`src/rtl/mic_fifo_pkg.sv`:
```
// Shared definitions for the microphone record/playback controller and its FIFO.
package mic_fifo_pkg;

    // Sequencer states; the numeric values are exported on the State port.
    typedef enum logic [1:0] {
        ST_IDLE   = 2'd0,
        ST_CLEAR  = 2'd1,
        ST_RECORD = 2'd2,
        ST_PLAY   = 2'd3
    } state_e;

    // FIFO geometry, shared with the fifo instance.
    localparam int FDEPTH  = 200000;
    localparam int FCWIDTH = 20;

    // 50 MHz system clock / 50 = 1 MHz microphone sample rate.
    localparam int DIV_DEFAULT = 50;

endpackage

```
`src/rtl/sample_tick_gen.sv`:
```
// Free-running sample divider: one-cycle tick at the end of each period and
// the microphone clock, high for the first half of the period.
module sample_tick_gen #(
    parameter int DIV = mic_fifo_pkg::DIV_DEFAULT
) (
    input  logic clk,
    input  logic srst,
    output logic tick,
    output logic mic_clk
);

    localparam int CNTW = $clog2(DIV);

    logic [CNTW-1:0] cnt_q, cnt_d;
    logic            tick_q, tick_d;
    logic            mic_clk_q, mic_clk_d;

    // Next count and outputs decoded from it, so the registered outputs
    // always correspond to the current count without combinational glitches.
    always_comb begin
        cnt_d     = (cnt_q == CNTW'(DIV - 1)) ? '0 : cnt_q + CNTW'(1);
        tick_d    = (cnt_d == CNTW'(DIV - 1));
        mic_clk_d = (cnt_d < CNTW'(DIV / 2));
    end

    // Divider registers; reset puts the count at 0 with the mic clock high.
    always_ff @(posedge clk) begin
        if (srst) begin
            cnt_q     <= '0;
            tick_q    <= 1'b0;
            mic_clk_q <= 1'b1;
        end else begin
            cnt_q     <= cnt_d;
            tick_q    <= tick_d;
            mic_clk_q <= mic_clk_d;
        end
    end

    assign tick    = tick_q;
    assign mic_clk = mic_clk_q;

endmodule

```
`src/rtl/mic_fifo_ctrl.sv`:
```
// Record/playback sequencer for the 1-bit microphone FIFO. Owns all FIFO
// strobes; every output is registered.
module mic_fifo_ctrl #(
    parameter int DIV    = mic_fifo_pkg::DIV_DEFAULT,
    parameter int FDEPTH = mic_fifo_pkg::FDEPTH,
    parameter int CW     = mic_fifo_pkg::FCWIDTH
) (
    input  logic          Clk,
    input  logic          Rst,
    input  logic          RecBtn,
    input  logic          PlayBtn,
    input  logic          Mic_Data,
    output logic          MicClk,
    output logic          Data_In,
    output logic          FClrN,
    output logic          FInN,
    output logic          FOutN,
    input  logic          F_Data,
    input  logic          F_FullN,
    input  logic          F_EmptyN,
    output logic          AudioOut,
    output logic          Busy,
    output logic [1:0]    State,
    output logic [CW-1:0] SampleCount
);

    import mic_fifo_pkg::*;

    localparam logic [CW-1:0] CNT_MAX = CW'(FDEPTH);

    logic tick;
    logic mic_clk;

    sample_tick_gen #(.DIV(DIV)) u_tick (
        .clk     (Clk),
        .srst    (Rst),
        .tick    (tick),
        .mic_clk (mic_clk)
    );

    logic          rec_prev_q, play_prev_q;
    logic          rec_edge, play_edge, any_edge;
    state_e        state_q, state_d;
    logic          fclrn_q, fclrn_d;
    logic          finn_q, finn_d;
    logic          foutn_q, foutn_d;
    logic          data_in_q, data_in_d;
    logic          audio_q, audio_d;
    logic          busy_q, busy_d;
    logic [CW-1:0] count_q, count_d;

    assign rec_edge  = RecBtn & ~rec_prev_q;
    assign play_edge = PlayBtn & ~play_prev_q;
    assign any_edge  = rec_edge | play_edge;

    // Sequencer next-state and strobe decode; strobes default inactive so
    // each one is a single-cycle pulse.
    always_comb begin
        state_d   = state_q;
        fclrn_d   = 1'b1;
        finn_d    = 1'b1;
        foutn_d   = 1'b1;
        data_in_d = data_in_q;
        audio_d   = audio_q;
        count_d   = count_q;

        // The head bit is captured on the edge that completes the read,
        // even if a button edge has just sent us back to IDLE.
        if (!foutn_q) begin
            audio_d = F_Data;
        end

        case (state_q)
            ST_IDLE: begin
                if (rec_edge) begin
                    state_d = ST_CLEAR;
                    fclrn_d = 1'b0;
                    count_d = '0;
                end else if (play_edge && F_EmptyN) begin
                    state_d = ST_PLAY;
                end
            end
            ST_CLEAR: begin
                state_d = ST_RECORD;
            end
            ST_RECORD: begin
                if (tick) begin
                    if (F_FullN) begin
                        data_in_d = Mic_Data;
                        finn_d    = 1'b0;
                        if (count_q < CNT_MAX) begin
                            count_d = count_q + CW'(1);
                        end
                    end else begin
                        state_d = ST_IDLE;
                    end
                end
                // A write decoded in this same cycle is still issued.
                if (any_edge) begin
                    state_d = ST_IDLE;
                end
            end
            ST_PLAY: begin
                if (tick) begin
                    if (F_EmptyN) begin
                        foutn_d = 1'b0;
                        if (count_q != '0) begin
                            count_d = count_q - CW'(1);
                        end
                    end else begin
                        state_d = ST_IDLE;
                    end
                end
                if (any_edge) begin
                    state_d = ST_IDLE;
                end
            end
            default: begin
                state_d = ST_IDLE;
            end
        endcase

        busy_d = (state_d != ST_IDLE);
    end

    // State, strobe, data and counter registers with synchronous reset.
    always_ff @(posedge Clk) begin
        if (Rst) begin
            rec_prev_q  <= 1'b0;
            play_prev_q <= 1'b0;
            state_q     <= ST_IDLE;
            fclrn_q     <= 1'b1;
            finn_q      <= 1'b1;
            foutn_q     <= 1'b1;
            data_in_q   <= 1'b0;
            audio_q     <= 1'b0;
            busy_q      <= 1'b0;
            count_q     <= '0;
        end else begin
            rec_prev_q  <= RecBtn;
            play_prev_q <= PlayBtn;
            state_q     <= state_d;
            fclrn_q     <= fclrn_d;
            finn_q      <= finn_d;
            foutn_q     <= foutn_d;
            data_in_q   <= data_in_d;
            audio_q     <= audio_d;
            busy_q      <= busy_d;
            count_q     <= count_d;
        end
    end

    assign MicClk      = mic_clk;
    assign Data_In     = data_in_q;
    assign FClrN       = fclrn_q;
    assign FInN        = finn_q;
    assign FOutN       = foutn_q;
    assign AudioOut    = audio_q;
    assign Busy        = busy_q;
    assign State       = state_q;
    assign SampleCount = count_q;

endmodule
```
`config.mk`:
```
export PLATFORM = sky130hd
export DESIGN_NAME = mic_fifo_ctrl
export DESIGN_NICKNAME = d
export VERILOG_FILES = /design/src/rtl/mic_fifo_pkg.sv /design/src/rtl/sample_tick_gen.sv /design/src/rtl/mic_fifo_ctrl.sv
export SDC_FILE = /design/constraint.sdc
export NUM_CORES = 1
export LEC_CHECK = 0
export BUFFER_PORTS_ARGS = -buffer_cell sky130_fd_sc_hd__clkbuf_2
export CAP_MARGIN = 5
export CORE_MARGIN = 5
export CORE_UTILIZATION = 52
export DETAILED_ROUTE_END_ITERATION = 6
export GPL_TIMING_DRIVEN = 0
export PLACE_DENSITY = 0.81
export SLEW_MARGIN = 40
export SYNTH_ARGS = -nofsm -noshare
export SYNTH_HDL_FRONTEND = slang
export SYNTH_SLANG_ARGS = --single-unit
```
`constraint.sdc`:
```
create_clock -name Clk -period 2.72 [get_ports Clk]
set_input_delay 0.544 -clock Clk [delete_from_list [all_inputs] [get_ports Clk]]
set_output_delay 0.544 -clock Clk [all_outputs]
set_load 0.05 [all_outputs]
```
After elaboration in Yosys (flattened, before gate mapping)
Index checks and enable logic that the tools add are counted.

word-level totals
  output and inout port bits = 29
  flip-flop bits (word level) = 38
  input bits = 8
  memories = 0
  latch bits = 0
  bits in read-only memories = 0
  bits in writable memories = 0
  logic and storage cells = 70

cells by class
  bitwise logic cells = 9
  mux-type cells = 21
  divide/modulo/power cells = 0
  shifts and indexed selects = 0
  equal/unequal tests = 12
  multipliers = 0
  reduce and logical (&&, ||, !) cells = 10
  order comparisons = 2
  $add $sub $neg = 3

operator list
  operator                                                                 count
  20-bit 2-to-1 mux                                                        7
  20-bit case mux with 3 select lines                                      1
  20-bit by 1-bit adder with 20-bit output, second input constant          1
  20-bit by 18-bit < comparator with 1-bit output, second input constant   1
  20-bit nonzero test                                                      1
  20-bit by 1-bit subtractor with 20-bit output, second input constant     1
  2-bit 2-to-1 mux                                                         8
  6-bit equality test, second input constant                               2
  2-bit inequality test, second input constant                             5
  2-bit case mux with 4 select lines                                       1
  8-bit AND reduction                                                      1
  6-bit by 1-bit adder with 6-bit output, second input constant            1
  6-bit by 5-bit < comparator with 1-bit output, second input constant     1
  6-bit 2-to-1 mux                                                         1
  1-bit NOT                                                                6
  3-bit OR reduction                                                       2
  2-bit equality test, second input constant                               2
  2-bit by 1-bit inequality test with 1-bit output, second input constant  2
  1-bit 2-to-1 mux                                                         3
  3-bit AND reduction                                                      1
  3-bit nonzero test                                                       1
  1-bit bitwise AND                                                        2
  2-bit by 1-bit equality test with 1-bit output, second input constant    1
  2-bit logical NOT                                                        1
  other kinds (4)                                                          4

Depth between registers and ports, before layout
Gate-level depths: netlist (run 1).

  word-level depth = 7
  gate-level depth with buffers = 12
  mapped depth without buffers = 9

Modules after synthesis
A second synthesis (run 1) with hierarchy kept.

unflattened totals
  cell total of the unflattened synthesis = 360
  area, all modules = 2,716.4 um^2

modules (own cells, without submodules)
  module           instances  area an instance (um^2)  seq. area each (um^2)  cells an instance
  mic_fifo_ctrl    1          2,344.7                  600.6                  323
  sample_tick_gen  1          371.6                    160.2                  37

Least setup slack after synthesis (run 1)
Ideal clock, no wire load.

  path type = register to register
  from = reg state_q[0], in the netlist State[0]
  to = reg count_q[10], in the netlist SampleCount[10]
  stages on the path, launching flop included = 12
  clock period less this slack = 3.098 ns
  data required time = 2.625 ns
  setup slack = -0.378 ns
  data arrival time = 3.002 ns
  setup time = 0.095 ns
  path buffers = 3
  path through = dfxtp_1 clkbuf_1 nand2_1 buf_1 xnor2_1 ha_1 buf_2 or3_1 o31ai_1 xor2_1 or4_1 o311ai_1

on the way
  word-level cells in the longest chain between the ends = 3
  elaborated cells on any way between the ends = 13
  those cells by class = eq/ne: 9; mux: 1; reduce/logical: 3

ends and longest elaborated chain
  what                                                                                RTL line              text
  start, declared                                                                     mic_fifo_ctrl.sv:43   state_e state_q, state_d;
  start signal, assigned                                                              mic_fifo_ctrl.sv:142  state_q <= state_d;
  2-bit equality test / 2-bit logical NOT (equally long branches)                     mic_fifo_ctrl.sv:73   case (state_q)
  2-bit by 1-bit inequality test with 1-bit output (no line) (tied with other cells)  --
  8-bit AND reduction (no line)                                                       --
  end signal, assigned                                                                mic_fifo_ctrl.sv:149  count_q <= count_d;
  end, declared                                                                       mic_fifo_ctrl.sv:50   logic [CW-1:0] count_q, count_d;

Several ways; a longest one is shown, not always the timed one.
A chain may end at the register's enable or synchronous reset.

Worst setup path in the final report (run 1)
  from = reg count_q[10], in the netlist SampleCount[10]
  to = reg count_q[19], in the netlist SampleCount[19]

on the way
  word-level cells in the longest chain between the ends = 5
  elaborated cells on any way between the ends = 14
  those cells by class = add/sub: 2; order compare: 1; eq/ne: 2; mux: 7; reduce/logical: 2

ends and longest elaborated chain
  what                                                                                                              RTL line
  20-bit by 1-bit subtractor with 20-bit output / 20-bit by 1-bit adder with 20-bit output (equally long branches)  mic_fifo_ctrl.sv:108, mic_fifo_ctrl.sv:92
  20-bit 2-to-1 mux, on equally long branches                                                                       mic_fifo_ctrl.sv:107, mic_fifo_ctrl.sv:91
  20-bit 2-to-1 mux, on equally long branches                                                                       mic_fifo_ctrl.sv:105, mic_fifo_ctrl.sv:88
  20-bit 2-to-1 mux, on equally long branches                                                                       mic_fifo_ctrl.sv:104, mic_fifo_ctrl.sv:87
  20-bit case mux with 3 select lines                                                                               mic_fifo_ctrl.sv:73

Several ways; a longest one is shown, not always the timed one. The select of a mux whose other input is x is not followed.

==> results.sh, run 1 <==
export IMPL_outcome="completed"
export IMPL_required_ns=2.95
export IMPL_wl_per_cell_um=17.6
export IMPL_skew_ns=0.00788
export IMPL_synth_cell_types=59
export IMPL_slew_headroom_pct=54.3
export IMPL_drive_gt1_share_pct=22.3
export IMPL_holdPathStages=2
export IMPL_grt_util_all_layers_pct=25.0
export IMPL_final_nets=397
export IMPL_synth_largest_area_cell="dfxtp_1"
export IMPL_ant_nets=0
export IMPL_ios=37
export IMPL_tightest_slew_ns=0.679
export IMPL_cellLeakagePower_nw=1.25
export IMPL_cts_root_buf="clkbuf_8"
export IMPL_cts_tree="yes"
export IMPL_io_buffers=36
export IMPL_crit_arrival_ns=2.89
export IMPL_yosysSeqAreaShare_pct=29.3
export IMPL_fillers=421
export IMPL_netlist_area_um2=2600
export IMPL_clk_pin_slew_ns=0.09
export IMPL_r2r_slack_ns=0.06
export IMPL_hold_path_class="in2reg"
export IMPL_grt_max_degree=13
export IMPL_rows=25
export IMPL_hold_path_startpoint="F_FullN"
export IMPL_fin_util_pct=64.6
export IMPL_final_cells=452
export IMPL_whs_ns=0.457
export IMPL_grt_antenna_before_repair=0
export IMPL_finalHoldViolations=0
export IMPL_yosysWarnings=0
export IMPL_grt_pass1_vias=2557
export IMPL_hold_buffers=0
export IMPL_fin_crit_ns=2.66
export IMPL_ys_ff_latch=38
export IMPL_die_h_um=80.7
export IMPL_drt_iter0_drc=284
export IMPL_r2r_end="SampleCount[19]$_SDFFE_PP0P_"
export IMPL_vias_per_cell=6.22
export IMPL_overflow=0
export IMPL_cts_sinks=38
export IMPL_largest_register_ffs=20
export IMPL_synth_cells=340
export IMPL_diodes=0
export IMPL_reg2regPathDepth=9
export IMPL_fmax_mhz=376
export IMPL_hpwlAfterDp_mm=5.60
export IMPL_dp_cells=443
export IMPL_gp_congestion=0.948
export IMPL_synth_edf_count=0
export IMPL_slew_viol_final=0
export IMPL_dominantRegCellSynth="dfxtp_1"
export IMPL_synth_fp_nets=353
export IMPL_cp_start_kind="flip-flop"
export IMPL_ys_top_cells_by_area="dfxtp_1 29%, a21oi_1 6.0%, nand2_1 4.8%"
export IMPL_clockBufferDepth=2
export IMPL_syn_area_per_cell_um2=7.65
export IMPL_syn_to_final_growth_pct=18.9
export IMPL_first_pass_iters=4
export IMPL_setup_violations=0
export IMPL_htree_levels=2
export IMPL_setup_ws_ns=0.0592
export IMPL_power_total_w=0.00124
export IMPL_post_place_ws_ns=-0.397
export IMPL_worst_setup_path_type="reg2reg"
export IMPL_ys_async_sr_fraction_pct=0
export IMPL_peakVddDrop_mv=0.215
export IMPL_maxCapViolCount=0
export IMPL_cp_max_fo=10
export IMPL_num_vias=2811
export IMPL_coreArea_um2=4790
export IMPL_dieArea_um2=6510
export IMPL_worst_setup_path_end_kind="flip-flop"
export IMPL_cts_made_buffers=5
export IMPL_min_to="FInN$_SDFF_PP1_"
export IMPL_drc=0
export IMPL_power_density_nw_per_um2=402
export IMPL_grt_pass1_wl_mm=12.7
export IMPL_r2r_start="SampleCount[10]$_SDFFE_PP0P_"
export IMPL_clkLatencyLatePin_ns=0.30
export IMPL_floorplan_initialDensity_pct=54.3
export IMPL_synth_top_area_share_pct=29.3
export IMPL_period_share_pct=97.8
export IMPL_fp_dieW_um=80.7
export IMPL_routed_wl_mm=7.97
-- synth_stat cells (2+ instances only) --
library cell   n
a211o_1        2
a211oi_1       3
a21oi_1       31
a22oi_1        2
a2bb2oi_1      4
a31oi_1        4
a41oi_1        2
and2_1         5
and3_1         5
buf_2          4
buf_4          5
buf_6          5
clkbuf_1      11
dfxtp_1       38
ha_1           5
inv_1         12
mux2i_1        7
nand2_1       33
nand2b_1       2
nand3_1       22
nand3b_1       7
nand4_1        6
nor2_1        25
nor2b_1        6
nor3_1        11
nor4_1         9
o211ai_1       2
o21a_1         2
o21ai_0        6
o21ai_1        8
o22ai_1        2
o311ai_1       3
o31ai_1        4
o41ai_1        3
or2_2          2
or3_1          4
or4_1          9
or4_4          2
xnor2_1        5
xor2_1         3
-- where the power goes --
part / total, W / internal [W] / switching, W / leakage (nW)
clock network: 0.000426 / 0.000204 / 0.000222 / 0.0472
logic: 0.000232 / 0.0000791 / 0.000153 / 0.895
registers: 0.000584 / 0.000570 / 0.0000147 / 0.310
total: 0.00124 / 0.000853 / 0.000389 / 1.25
-- stage by stage --
stage | setup TNS (ns) | area [µm²]
detailed placement | -1.36 | 2900
finish | 0 | 3090
CTS | 0 | 3050
global placement | -1.25 | 2900
global route | -0.00179 | 3090
floorplan | 0 | 2630
-- timing repair --
item	4_1_cts	5_1_grt
endpoints found under the setup margin	6	17
setup buffers	1	1
endpoints found under the hold margin	0	0
pin swaps	4	5
gates resized for setup	14	10
-- layout by cell type (no fill, tap or decap), types with 3 or more instances in the layout --
master	instances
dfxtp_1	36
clkbuf_2	36
nand2_1	32
a21oi_1	31
nor2_1	25
nand3_1	22
inv_1	12
nor3_1	11
or4_1	9
nor4_1	8
o21ai_1	8
clkbuf_8	7
clkbuf_1	7
buf_4	7
mux2i_1	7
nand3b_1	7
buf_6	6
nand4_1	6
nor2b_1	6
o21ai_0	6
and2_1	5
and3_1	5
buf_2	4
a31oi_1	4
xnor2_1	4
a2bb2oi_1	4
xor2_1	3
a211oi_1	3
o311ai_1	3
ha_1	3
-- worst max-delay path, cell delays in order (launching register included) --
cell	delay (ns)
dfxtp_1	0.32
buf_2	0.19
or4_1	0.52
or4_1	0.47
o311ai_4	0.33
or2_1	0.15
buf_4	0.18
buf_6	0.17
a211oi_1	0.07
a211oi_2	0.18
-- how the worst max path moves through the flow --
| stage | startpoint | end | depth (start not counted) |
|---|---|---|---|
| 2_1_floorplan | State[1]$_SDFF_PP0_ | SampleCount[12]$_SDFFE_PP0P_ | 11 |
| 3_3_place_gp | State[1]$_SDFF_PP0_ | SampleCount[19]$_SDFFE_PP0P_ | 12 |
| 3_5_place_dp | State[1]$_SDFF_PP0_ | SampleCount[19]$_SDFFE_PP0P_ | 12 |
| 4_1_cts | SampleCount[10]$_SDFFE_PP0P_ | SampleCount[0]$_SDFFE_PP0P_ | 8 |
| 5_1_grt | State[0]$_SDFF_PP0_ | SampleCount[18]$_SDFFE_PP0P_ | 11 |
| 6_report | SampleCount[10]$_SDFFE_PP0P_ | SampleCount[19]$_SDFFE_PP0P_ | 9 |
-- area by class of cell --
type | count | area (µm²) | share of cell area (%)
multi-input cells | 260 | 1680 | 54.5
flip-flops and latches | 38 | 768 | 24.8
plain buffers | 27 | 213 | 6.88
repair buffers | 38 | 195 | 6.31
well taps | 67 | 83.8 | 2.71
clock buffers | 6 | 82.6 | 2.67
inverters | 14 | 52.6 | 1.70
clock inverters | 2 | 12.5 | 0.405
-- layer usage --
layer / track usage (%) / up-vias / share of wire (%)
li1: - / 1338 / -
met2: 40.1 / 130 / 47
met4: 9.12 / 0 / 1.5
met3: 3.92 / 13 / 7.0
met5: 0 / - / 0
met1: 33.6 / 1330 / 44
-- cell families after synthesis --
group,synth area share [%]
AO/OA/AOI/OAI,23.0
XOR/XNOR,2.70
adder cells (fa/ha/maj),2.41
buffers and inverters,9.09
flip-flops,29.3
multiplexers,2.70
AND/OR/NAND/NOR,30.8
(Power assumes the default switching activity.)
==> inputs of run 2 (changes only) <==
MAX_ROUTING_LAYER = met4   (was unset)
REMOVE_ABC_BUFFERS = 1   (was unset)
==> run 2 against run 1 <==
Net effect:
- power is 12% higher
- cell area is 4.5% lower
- global-route usage is 1.7 points lower
- clock skew is 0.0029 ns higher
- sequential share of layout area is 1.2 points higher
- hold slack worse by 0.0024 ns
- critical endpoint is now SampleCount[11]$_SDFFE_PP0P_
- first-iteration DRC count is 37% higher
==> results.sh, run 2 (synthesis gave the netlist of run 1 again) <==
export IMPL_most_common_layout_cells="36 x clkbuf_2, 35 x dfxtp_1, 32 x nand2_1"
export IMPL_fp_dieW_um=80.7
export IMPL_slew_viol_final=0
export IMPL_ios=37
export IMPL_num_vias=2705
export IMPL_coreArea_um2=4790
export IMPL_overflow=0
export IMPL_crit_family="simple AND/OR/NAND/NOR gates"
export IMPL_grt_antenna_before_repair=0
export IMPL_clk_pin_slew_ns=0.08
export IMPL_rows=25
export IMPL_cp_slowest_cell="or4_1"
export IMPL_drt_iter0_drc=389
export IMPL_largest_register_ffs=20
export IMPL_drc=0
export IMPL_hpwlAfterDp_mm=4.52
export IMPL_hold_path_class="in2reg"
export IMPL_worst_setup_path_end_kind="flip-flop"
export IMPL_outcome="completed"
export IMPL_clkLatencyLatePin_ns=0.30
export IMPL_peakVddDrop_mv=0.231
export IMPL_final_common_cell="clkbuf_2"
export IMPL_fmax_mhz=377
export IMPL_clockBufferDepth=2
export IMPL_period_share_pct=97.4
export IMPL_dieArea_um2=6510
export IMPL_whs_ns=0.455
export IMPL_final_nets=376
export IMPL_htree_levels=2
export IMPL_cp_start_kind="flip-flop"
export IMPL_cts_root_buf="clkbuf_8"
export IMPL_fillers=436
export IMPL_cp_cell_sequence="or4_1 -> or4_1 -> o311ai_4 -> or2_4 -> a21oi_1 -> a21oi_1"
export IMPL_first_pass_iters=5
export IMPL_io_buffers=36
export IMPL_setup_tns_final_ns=0
export IMPL_gp_congestion=0.988
export IMPL_finalHoldViolations=0
export IMPL_rsz0062_at_grt="no"
export IMPL_routed_wl_mm=7.19
export IMPL_floorplan_initialDensity_pct=54.3
export IMPL_skew_ns=0.0108
export IMPL_fin_crit_ns=2.65
export IMPL_final_cells=431
export IMPL_slew_headroom_pct=54.5
export IMPL_setup_violations=0
export IMPL_crit_arrival_ns=2.87
export IMPL_cts_sinks=38
export IMPL_syn_to_final_growth_pct=13.6
export IMPL_grt_pass1_wl_mm=11.7
export IMPL_power_total_w=0.00139
export IMPL_die_h_um=80.7
export IMPL_diodes=0
export IMPL_cellLeakagePower_nw=1.19
export IMPL_wl_per_cell_um=16.7
export IMPL_cts_tree="yes"
export IMPL_cp_max_fo=13
export IMPL_power_density_nw_per_um2=470
export IMPL_maxCapViolCount=0
export IMPL_dp_cells=415
export IMPL_cts_made_buffers=5
export IMPL_ant_nets=0
export IMPL_vias_per_cell=6.28
export IMPL_cp_slowest_stage_delay_ns=0.63
export IMPL_grt_pass1_vias=2385
export IMPL_drive_gt1_share_pct=19.5
export IMPL_worst_setup_path_type="reg2reg"
export IMPL_cp_num_buf_inv=0
export IMPL_grt_util_all_layers_pct=23.2
export IMPL_grt_max_degree=32
export IMPL_required_ns=2.94
export IMPL_hold_buffers=0
export IMPL_tightest_slew_ns=0.682
==> run 2: metal layers <==
layer  vias up  track usage (%)  routed length (µm)
li1       1301                -                   -
met1      1271             31.4                3160
met2       119             36.1                3360
met3        14             3.48                 553
met4         0             6.76                 123
met5         -                -                   0
==> run 2: repair_timing <==
| item | in CTS | in global routing |
|---|---|---|
| pin swaps | 0 | 1 |
| setup buffers | 1 | 5 |
| cloned | 0 | 2 |
| endpoints found under the setup margin | 20 | 20 |
| resized for setup | 11 | 3 |
==> run 2: final cells by class <==
| class | instances | area [µm²] | area share (%) |
|---|---|---|---|
| multi-input cells | 262 | 1680 | 56.7 |
| flip-flops and latches | 38 | 769 | 26.1 |
| repair buffers | 42 | 234 | 7.92 |
| well taps | 67 | 83.8 | 2.84 |
| clock buffers | 5 | 68.8 | 2.33 |
| clock inverters | 3 | 68.8 | 2.33 |
| inverters | 14 | 52.6 | 1.78 |
==> run 2: metrics by stage <==
stage / utilization [%] / worst slack [ns] / instance area, µm²
2_1_floorplan: - / -0.754 / 2420
3_5_place_dp: 56.1 / -0.854 / 2690
4_1_cts: 60.0 / 0.00956 / 2870
5_1_grt: 61.7 / 0.0149 / 2950
3_3_place_gp: 56.0 / -1.10 / 2680
6_report: 61.7 / 0.0698 / 2950
==> run 2: where the power goes <==
| group | switching (W) | internal [W] |
|---|---|---|
| sequential | 0.0000139 | 0.000570 |
| combinational | 0.000148 | 0.0000707 |
| clock | 0.000218 | 0.000368 |
==> run 2: final timing paths <==
check                                   start                           end  slack, ns  depth (start not counted)
setup / recovery  SampleCount[8]$_SDFFE_PP0P_  SampleCount[11]$_SDFFE_PP0P_       0.07                          6
hold / removal                        F_FullN               FInN$_SDFF_PP1_       0.45                          2
hold reg to reg         AudioOut$_SDFFE_PP0N_         AudioOut$_SDFFE_PP0N_       0.50                          2
setup reg to reg  SampleCount[8]$_SDFFE_PP0P_  SampleCount[11]$_SDFFE_PP0P_       0.07                          6
==> inputs of run 3 (changes only) <==
ABC_AREA = 1   (was unset)
CORE_UTILIZATION = 29   (was 52)
PLACE_DENSITY = 0.52   (was 0.81)
==> run 3 against run 2 <==
Net effect:
- sequential cell count did not move
- wire length rose by 14%
- cell count rose by 49%
- fmax rose by 8.6%
- highest routed layer unchanged
==> results.sh, run 3 <==
export IMPL_cts_root_buf="clkbuf_8"
export IMPL_cellLeakagePower_nw=1.59
export IMPL_crit_family="simple AND/OR/NAND/NOR gates"
export IMPL_gp_congestion=0.893
export IMPL_ys_top_cells_by_area="dfxtp_1 26%, nand2_1 17%, nand3_1 11%"
export IMPL_p_sw_share_pct=31.6
export IMPL_cp_cell_sequence="nor2_1 -> nand3_1 -> inv_1 -> o21ai_0 -> nand3_1 -> nand2_1 -> nand2_1 -> nand2_2 -> nor2_2 -> nand3_1 -> a21oi_1"
export IMPL_crit_arrival_ns=2.68
export IMPL_yosysSeqAreaShare_pct=26.3
export IMPL_htree_levels=2
export IMPL_r2r_slack_ns=0.28
export IMPL_synth_largest_area_cell="dfxtp_1"
export IMPL_syn_area_per_cell_um2=6.03
export IMPL_diodes=0
export IMPL_reg2regPathDepth=11
export IMPL_most_common_layout_cells="127 x nand2_1, 66 x inv_1, 62 x nand3_1"
export IMPL_synth_top_area_share_pct=26.3
export IMPL_ios=37
export IMPL_fin_crit_ns=2.44
export IMPL_r2r_start="SampleCount[14]$_SDFFE_PP0P_"
export IMPL_power_total_w=0.00146
export IMPL_skew_ns=0.0126
export IMPL_floorplan_initialDensity_pct=29.6
export IMPL_dominantRegCellSynth="dfxtp_1"
export IMPL_slew_headroom_pct=53.4
export IMPL_synth_compound_area_share_pct=8.91
export IMPL_holdPathStages=3
export IMPL_drc=0
export IMPL_cts_made_buffers=5
export IMPL_fin_util_pct=33.6
export IMPL_final_nets=522
export IMPL_switchingPower_w=0.000462
export IMPL_maxCapViolCount=0
export IMPL_ys_async_sr_fraction_pct=0
export IMPL_yosysWarnings=0
export IMPL_finalHoldViolations=0
export IMPL_first_pass_iters=4
export IMPL_worst_setup_path_type="reg2reg"
export IMPL_fin_area_um2=3280
export IMPL_peakVddDrop_mv=0.295
export IMPL_dpl_cell_area_um2=3130
export IMPL_slew_viol_final=0
export IMPL_coreArea_um2=9770
export IMPL_grt_util_all_layers_pct=14.5
export IMPL_min_to="rec_prev_q$_SDFF_PP0_"
export IMPL_synth_cells_most_frequent="128 x nand2_1, 66 x inv_1, 62 x nand3_1"
export IMPL_synth_cells=480
export IMPL_syn_to_final_growth_pct=13.3
export IMPL_synth_cell_types=36
export IMPL_hold_buffers=0
export IMPL_tightest_slew_ns=0.699
export IMPL_vias_per_cell=4.65
export IMPL_synth_top_family_by_area="simple AND/OR/NAND/NOR gates"
export IMPL_synth_xor_area_share_pct=2.72
export IMPL_r2r_end="SampleCount[14]$_SDFFE_PP0P_"
export IMPL_synthMuxAreaShare_pct=0
export IMPL_cp_max_fo=22
export IMPL_num_vias=2992
export IMPL_cp_num_buf_inv=1
export IMPL_routed_wl_mm=8.23
export IMPL_drive_gt1_share_pct=17.1
export IMPL_fmax_mhz=410
export IMPL_netlist_area_um2=2890
export IMPL_clkPwrFrac_pct=42.3
export IMPL_internal_power_w=0.000998
export IMPL_cp_slowest_cell="nor2_2"
export IMPL_die_h_um=110
export IMPL_grt_antenna_before_repair=0
export IMPL_critPathMostFrequentCell="nand3_1"
export IMPL_synth_edf_count=0
export IMPL_worst_setup_path_end_kind="flip-flop"
export IMPL_ys_ff_latch=38
export IMPL_io_buffers=36
export IMPL_p_seq_share_pct=42.4
export IMPL_outcome="completed"
export IMPL_synth_adder_area_share_pct=2.16
export IMPL_rsz0062_at_grt="no"
export IMPL_ant_nets=0
export IMPL_drt_iter0_drc=119
export IMPL_yosysMostFrequentCell="nand2_1"
export IMPL_overflow=0
export IMPL_cts_sinks=38
export IMPL_hold_path_startpoint="RecBtn"
export IMPL_largest_register_ffs=20
export IMPL_power_density_nw_per_um2=445
export IMPL_hpwlAfterDp_mm=6.02
export IMPL_fillers=1134
export IMPL_grt_pass1_vias=2941
export IMPL_required_ns=2.96
export IMPL_clockBufferDepth=2
export IMPL_grt_max_degree=30
export IMPL_cp_start_kind="flip-flop"
export IMPL_clkLatencyLatePin_ns=0.31
export IMPL_fp_dieW_um=110
export IMPL_dieArea_um2=12100
export IMPL_clk_pin_slew_ns=0.10
export IMPL_cp_slowest_stage_delay_ns=0.60
export IMPL_cts_tree="yes"
export IMPL_rows=36
export IMPL_synthSimpleGateAreaFrac_pct=46.6
export IMPL_wl_per_cell_um=12.8
export IMPL_whs_ns=0.439
export IMPL_combPwrFrac_pct=15.3
export IMPL_period_share_pct=89.7
export IMPL_final_common_cell="nand2_1"
export IMPL_hold_path_class="in2reg"
export IMPL_grt_pass1_wl_mm=13.6
export IMPL_setup_violations=0
-- run 3: cell types whose count changed after synthesis, sizes merged, moves of 8 or more --
cell    previous run  this run
a21oi             31        23
inv               13        70
nand2             33       150
nor2              25        66
or4               11         0
clkbuf            11         3
nor3              11         3
nand3             22        64
-- run 3: how the worst max path moves through the flow --
stage | cells past startpoint | slack, ns | end | start
2_1_floorplan | 10 | -0.23 | SampleCount[11]$_SDFFE_PP0P_ | State[1]$_SDFF_PP0_
6_report | 11 | 0.28 | SampleCount[14]$_SDFFE_PP0P_ | SampleCount[14]$_SDFFE_PP0P_
3_5_place_dp | 16 | 0.21 | SampleCount[16]$_SDFFE_PP0P_ | State[1]$_SDFF_PP0_
3_3_place_gp | 10 | -1.32 | SampleCount[9]$_SDFFE_PP0P_ | State[1]$_SDFF_PP0_
5_1_grt | 11 | 0.04 | SampleCount[1]$_SDFFE_PP0P_ | SampleCount[14]$_SDFFE_PP0P_
4_1_cts | 10 | 0.19 | SampleCount[9]$_SDFFE_PP0P_ | State[1]$_SDFF_PP0_
-- run 3: cell type report --
cell class	instances	area, µm²	area share [%]
Tap cell	133	166	5.07
Inverter	70	263	8.01
Clock inverter	3	68.8	2.10
Multi-Input combinational cell	358	1760	53.8
Sequential cell	38	768	23.4
Timing Repair Buffer	36	180	5.49
Clock buffer	5	68.8	2.10
-- run 3: cell families (layout without fill, tap and decap cells) --
| group | after synthesis | after routing |
|---|---|---|
| and+or+nand+nor | 297 | 298 |
| buffers and inverters | 85 | 114 |
| xor gates and xnor gates | 9 | 9 |
| adders and majority gates | 5 | 5 |
| AOI/OAI and AO/OA | 46 | 46 |
| DFF | 38 | 38 |
-- run 3: per-layer routing --
layer	vias up	share of wire (%)	track usage [%]
li1	1584	-	-
met1	1351	50	18.7
met2	50	45	23.4
met3	7	3.9	2.47
met4	0	1.0	4.01
met5	-	0	-
-- run 3: power groups by stage --
stage / clock, W / sequential [W] / combinational, W
finish: 0.000617 / 0.000619 / 0.000223
global route: 0.000648 / 0.000625 / 0.000253
detailed placement: 0 / 0.000632 / 0.000222
global placement: 0 / 0.000631 / 0.000215
floorplan: 0 / 0.000652 / 0.000120
CTS: 0.000633 / 0.000619 / 0.000223
-- run 3: stage by stage --
stage	std cells	setup TNS (ns)	worst slack (ns)
after floorplan	465	-4.11	-0.225
after global placement	634	-24.21	-1.32
after detailed placement	634	0	0.209
after CTS	642	0	0.185
after global routing	643	0	0.0417
final	643	0	0.279
-- run 3: worst reg2reg max path, cell delays in order (launching register included) --
cell and delay, ns:
dfxtp_1 0.35, nor2_1 0.22, nand3_1 0.16, inv_1 0.11, o21ai_0 0.13, nand3_1 0.10
nand2_1 0.05, nand2_1 0.07, nand2_2 0.31, nor2_2 0.60, nand3_1 0.14, a21oi_1 0.14
-- run 3: repair_timing --
| item | in CTS | in global routing |
|---|---|---|
| setup buffers | 0 | 0 |
| endpoints found under the setup margin | 0 | 20 |
| endpoints found under the hold margin | 0 | 0 |
| gates resized for setup | 0 | 2 |
